--- config.mk ---
export PLATFORM = sky130hd
export DESIGN_NAME = div_arbiter
export DESIGN_NICKNAME = d
export VERILOG_FILES = /design/src/rtl/div_arbiter.sv
export SDC_FILE = /design/constraint.sdc
export NUM_CORES = 1
export LEC_CHECK = 0
export CAP_MARGIN = 20
export CORE_AREA = 2 2 150 152
export CTS_CLUSTER_DIAMETER = 150
export DETAILED_ROUTE_END_ITERATION = 7
export DIE_AREA = 0 0 152 154
export PLACE_DENSITY_LB_ADDON = 0.15
export SYNTH_ARGS = -nofsm -noshare
export SYNTH_HDL_FRONTEND = slang
export SYNTH_SLANG_ARGS = --single-unit
--- constraint.sdc ---
create_clock -name clk -period 2.22 [get_ports clk]
set_input_delay 0.444 -clock clk [delete_from_list [all_inputs] [get_ports clk]]
set_output_delay 0.444 -clock clk [all_outputs]
set_load 0.01 [all_outputs]
--- src/rtl/div_arbiter.sv ---
// Round-robin arbiter sharing one divider among N_REQ requesters.
// Optional WAIT-state timeout is enabled with `define DIV_TIMEOUT_EN.
module div_arbiter #(
  parameter int unsigned N_REQ   = 4,
  parameter int unsigned DW      = 26,
  parameter int unsigned TIMEOUT = 64
) (
  input  logic                clk,
  input  logic                rst_n,
  input  logic [N_REQ-1:0]    req,
  input  logic [N_REQ*DW-1:0] dividend_in,
  input  logic [N_REQ*DW-1:0] divisor_in,
  output logic [N_REQ-1:0]    ack,
  output logic [N_REQ-1:0]    res_valid,
  output logic [DW-1:0]       quotient,
  output logic [DW-1:0]       remainder,
  output logic                err,
  output logic                busy,
  output logic                div_data_rdy,
  output logic [DW-1:0]       div_dividend,
  output logic [DW-1:0]       div_divisor,
  input  logic                div_res_rdy,
  input  logic [DW-1:0]       div_merchant,
  input  logic [DW-1:0]       div_remainder
);

  localparam int unsigned PW = (N_REQ > 1) ? $clog2(N_REQ) : 1;

  typedef enum logic [1:0] {
    S_IDLE,
    S_ISSUE,
    S_WAIT,
    S_RESP
  } state_e;

  state_e        state_q, state_d;
  logic [PW-1:0] ptr_q, ptr_d;
  logic [PW-1:0] gnt_q, gnt_d;
  logic [DW-1:0] dvd_q, dvd_d;
  logic [DW-1:0] dvs_q, dvs_d;
  logic [DW-1:0] quo_q, quo_d;
  logic [DW-1:0] rem_q, rem_d;

`ifdef DIV_TIMEOUT_EN
  localparam int unsigned CW = $clog2(TIMEOUT + 1);
  logic [CW-1:0] cnt_q, cnt_d;
  logic          err_q, err_d;
`endif

  // Round-robin pick: first requester at or above ptr, wrapping.
  logic          pick_vld;
  logic [PW-1:0] pick_idx;
  int unsigned   cand;

  always_comb begin
    pick_vld = 1'b0;
    pick_idx = '0;
    cand     = 0;
    for (int unsigned i = 0; i < N_REQ; i++) begin
      cand = (32'(ptr_q) + i) % N_REQ;
      if (!pick_vld && req[cand]) begin
        pick_vld = 1'b1;
        pick_idx = PW'(cand);
      end
    end
  end

  always_ff @(posedge clk or negedge rst_n) begin
    if (!rst_n) begin
      state_q <= S_IDLE;
      ptr_q   <= '0;
      gnt_q   <= '0;
      dvd_q   <= '0;
      dvs_q   <= '0;
      quo_q   <= '0;
      rem_q   <= '0;
`ifdef DIV_TIMEOUT_EN
      cnt_q   <= '0;
      err_q   <= 1'b0;
`endif
    end else begin
      state_q <= state_d;
      ptr_q   <= ptr_d;
      gnt_q   <= gnt_d;
      dvd_q   <= dvd_d;
      dvs_q   <= dvs_d;
      quo_q   <= quo_d;
      rem_q   <= rem_d;
`ifdef DIV_TIMEOUT_EN
      cnt_q   <= cnt_d;
      err_q   <= err_d;
`endif
    end
  end

  always_comb begin
    state_d = state_q;
    ptr_d   = ptr_q;
    gnt_d   = gnt_q;
    dvd_d   = dvd_q;
    dvs_d   = dvs_q;
    quo_d   = quo_q;
    rem_d   = rem_q;
`ifdef DIV_TIMEOUT_EN
    cnt_d   = cnt_q;
    err_d   = err_q;
`endif
    case (state_q)
      S_IDLE: begin
        if (pick_vld) begin
          gnt_d   = pick_idx;
          dvd_d   = dividend_in[32'(pick_idx)*DW +: DW];
          dvs_d   = divisor_in[32'(pick_idx)*DW +: DW];
          state_d = S_ISSUE;
        end
      end
      S_ISSUE: begin
        if (dvs_q != '0) begin
`ifdef DIV_TIMEOUT_EN
          cnt_d   = '0;
`endif
          state_d = S_WAIT;
        end else begin
          // Divide by zero never reaches the divider.
          quo_d   = '1;
          rem_d   = dvd_q;
`ifdef DIV_TIMEOUT_EN
          err_d   = 1'b0;
`endif
          state_d = S_RESP;
        end
      end
      S_WAIT: begin
        if (div_res_rdy) begin
          quo_d   = div_merchant;
          rem_d   = div_remainder;
`ifdef DIV_TIMEOUT_EN
          err_d   = 1'b0;
`endif
          state_d = S_RESP;
        end
`ifdef DIV_TIMEOUT_EN
        else if (cnt_q == CW'(TIMEOUT - 1)) begin
          quo_d   = '1;
          rem_d   = '0;
          err_d   = 1'b1;
          state_d = S_RESP;
        end else begin
          cnt_d   = cnt_q + CW'(1);
        end
`endif
      end
      S_RESP: begin
        ptr_d   = (gnt_q == PW'(N_REQ - 1)) ? '0 : gnt_q + PW'(1);
        state_d = S_IDLE;
      end
      default: state_d = S_IDLE;
    endcase
  end

  always_comb begin
    ack          = '0;
    res_valid    = '0;
    div_data_rdy = 1'b0;
    err          = 1'b0;
    busy         = (state_q != S_IDLE);
    case (state_q)
      S_ISSUE: begin
        ack[gnt_q]   = 1'b1;
        div_data_rdy = (dvs_q != '0);
      end
      S_RESP: begin
        res_valid[gnt_q] = 1'b1;
`ifdef DIV_TIMEOUT_EN
        err              = err_q;
`endif
      end
      default: ;
    endcase
  end

  assign quotient     = quo_q;
  assign remainder    = rem_q;
  assign div_dividend = dvd_q;
  assign div_divisor  = dvs_q;

endmodule
==> out/metrics.yaml <==
status: "complete, no violations"
p_leak_nw: 5.014
startpoint: "gnt_q[0]"
num_antenna_cells: 0
area_growth_pct: 75.37
reg2regPathDepth: 8
fp.dieW_um: 152
clkSlewWorstSetupHoldPaths_ns: 0.08
grt_pass1_vias: 6210
ys_seq_area_frac: 0.4260
synth_area_um2: 6461
crit_path_end: "res_valid[0]"
rrSetupSlack_ns: 0.20
max_freq_mhz: 469.1
rsz0062_at_grt: "false"
rr_endpoint: "quotient[5]"
placed_area_um2: 10890
hold_slack_ns: 0.4506
path_max_fanout: 5
vias: 5804
clockRootBuffer: "clkbuf_16"
fillers: 1951
grt_max_degree: 106
grtUsageTotal: 0.1959
place_ws_ns: -0.1043
wire_per_inst_um: 19.06
drt_pass1_iterations: 4
cts_made_buffers: 9
final_max_slew_viol_count: 0
yosysTopAreaCell: "dfrtp_1"
remaining_drc_errors: 0
fin_total_pwr_mw: 13.98
start_util: 0.2979
yosys.area.top_type_share: 0.4260
fin_crit_ns: 2.132
finalCritPeriodShare: 0.9602
register_area_um2: 2756
endpoint_kind: "primary output"
ys_ff_latch: 110
dp_cells: 1203
critPathKind: "reg2out"
drt_iter0_drc: 188
rows: 54
peakVddDrop_uv: 515.8
cts-htree-levels: 3
cap_violations: 0
startpoint_type: "register"
core_um2: 21690
min_path_type: "in2async"
grt_pass1_wl_mm: 35.85
final-hold-violation-count: 0
dieArea_um2: 23410
timing.setup.tns_ns: 0
multi_input_area_um2: 3467
dieHeight_um: 154
clock-sinks: 110
nNetsFinal: 1219
synth.net_count: 806
drive_gt1_frac: 0.1920
cp.arrival_ns: 1.69
synthTopCellsByArea: "dfrtp_1, mux2i_1, mux2_4"
fin_util: 0.5224
clock_latency_ns: 0.35
gp_congestion: 0.7833
layout_setup_ws_ns: 0.08833
overflow: 0
finalWirelength_mm: 23.41
final_cells: 1228
final_area_um2: 11330
synth_cells: 530
max_slew.worst_pin.slew_ns: 0.6147
clock_skew_ns: 0.01292
avgSynthCellArea_um2: 12.19
power_density_nw_per_um2: 1234
setup_viol: 0
slew_headroom: 0.5902
cp.required_ns: 1.78
antenna_found_initial: 0
portBuffers: 380
rr_startpoint: "div_divisor[5]"
yosys_warnings: 0
ys_types: 34
dp_hpwl_mm: 18.40
detail-route-antenna-nets: 0
ios: 382
cts_tree: "done"
clk_path_buf_depth: 2
vias_per_cell: 4.726
worst min-delay path by stage:
stage / start / to / slack (ns) / depth (start not counted)
2_1_floorplan: rst_n / div_dividend[0] / 0.15 / 0
3_3_place_gp: rst_n / quotient[5] / 0.26 / 1
3_5_place_dp: rst_n / div_dividend[14] / 0.26 / 1
4_1_cts: rst_n / quotient[4] / 0.43 / 2
5_1_grt: rst_n / div_dividend[14] / 0.43 / 2
6_report: rst_n / div_dividend[14] / 0.45 / 2
synth_stat cells (all sizes together):
cell type and instances:
nand3 1, mux2i 105, a211o 1, nor3b 1
and2 8, nand2 57, buf 24, nor2 6
dfrtp 110, o21ai 5, nand4 1, nand2b 29
mux2 81, a2bb2oi 1, nand3b 1, a21oi 4
ha 9, a21o 1, o221ai 52, a22o 1
nor4 7, conb 1, clkbuf 16, or2 1
nor2b 1, inv 6
registers in the layout, summed over array words and instances (netlist names):
signal	cells
state_q	2
ptr_q	2
div_dividend	26
remainder	26
quotient	26
div_divisor	26
gnt_q	2
per-layer routing:
layer	wire length, µm	part of all wire	GRT usage
met1	9618	0.41	0.2300
met2	11890	0.51	0.3552
met3	1554	0.066	0.05073
met4	350	0.015	0.05118
met5	0	0	0
area by class of cell:
type	count	area share
Timing Repair Buffer	442	0.3929
Tap cell	280	0.03092
Inverter	6	0.001988
Clock inverter	6	0.004748
Multi-Input combinational cell	374	0.3060
Clock buffer	10	0.02021
Sequential cell	110	0.2433
placed cells by master (no fill, tap or decap), types with 4 or more instances in the layout:
cell             synthesis  layout
clkbuf_16                0       9
ha_1                     9       6
and2_1                   8       8
nor2_1                   6       6
mux2_2                  31      31
o221ai_1                52      52
buf_12                   5      14
dfrtp_1                110     107
nor4_2                   1       6
buf_4                    7      48
a21oi_1                  4       4
dlymetal6s2s_1           0       5
mux2_4                  50      50
clkdlybuf4s50_1          0     373
inv_1                    6       4
nand2b_1                29      28
mux2i_1                105     105
nand2_1                 56      54
cell families after synthesis:
logic type / share of synthesized area
buf+inv: 0.05151
compound gates: 0.08424
flops: 0.4260
simple gates: 0.08734
other cells: 0.0005804
fa+ha+maj: 0.01743
mux: 0.3329
worst max-delay path, stage by stage (launching register included):
cell             delay, ns
dfrtp_2               0.44
inv_1                 0.09
ha_1                  0.16
and2_1                0.12
clkdlybuf4s50_1       0.53
timing repair:
item | in CTS | in global routing
pin swaps | 3 | 6
hold buffers | 1 | 0
gates resized for setup | 10 | 15
endpoints found under the setup margin | 10 | 10
buffers inserted | 2 | 6
hold endpoints to repair | 5 | 0
report_power, final:
group / internal [mW] / switching [mW]
clock network: 0.785 / 0.810
logic: 5.09 / 3.56
registers: 2.96 / 0.765
total: 8.84 / 5.14
Note: power is estimated with default switching activity, not from simulation.
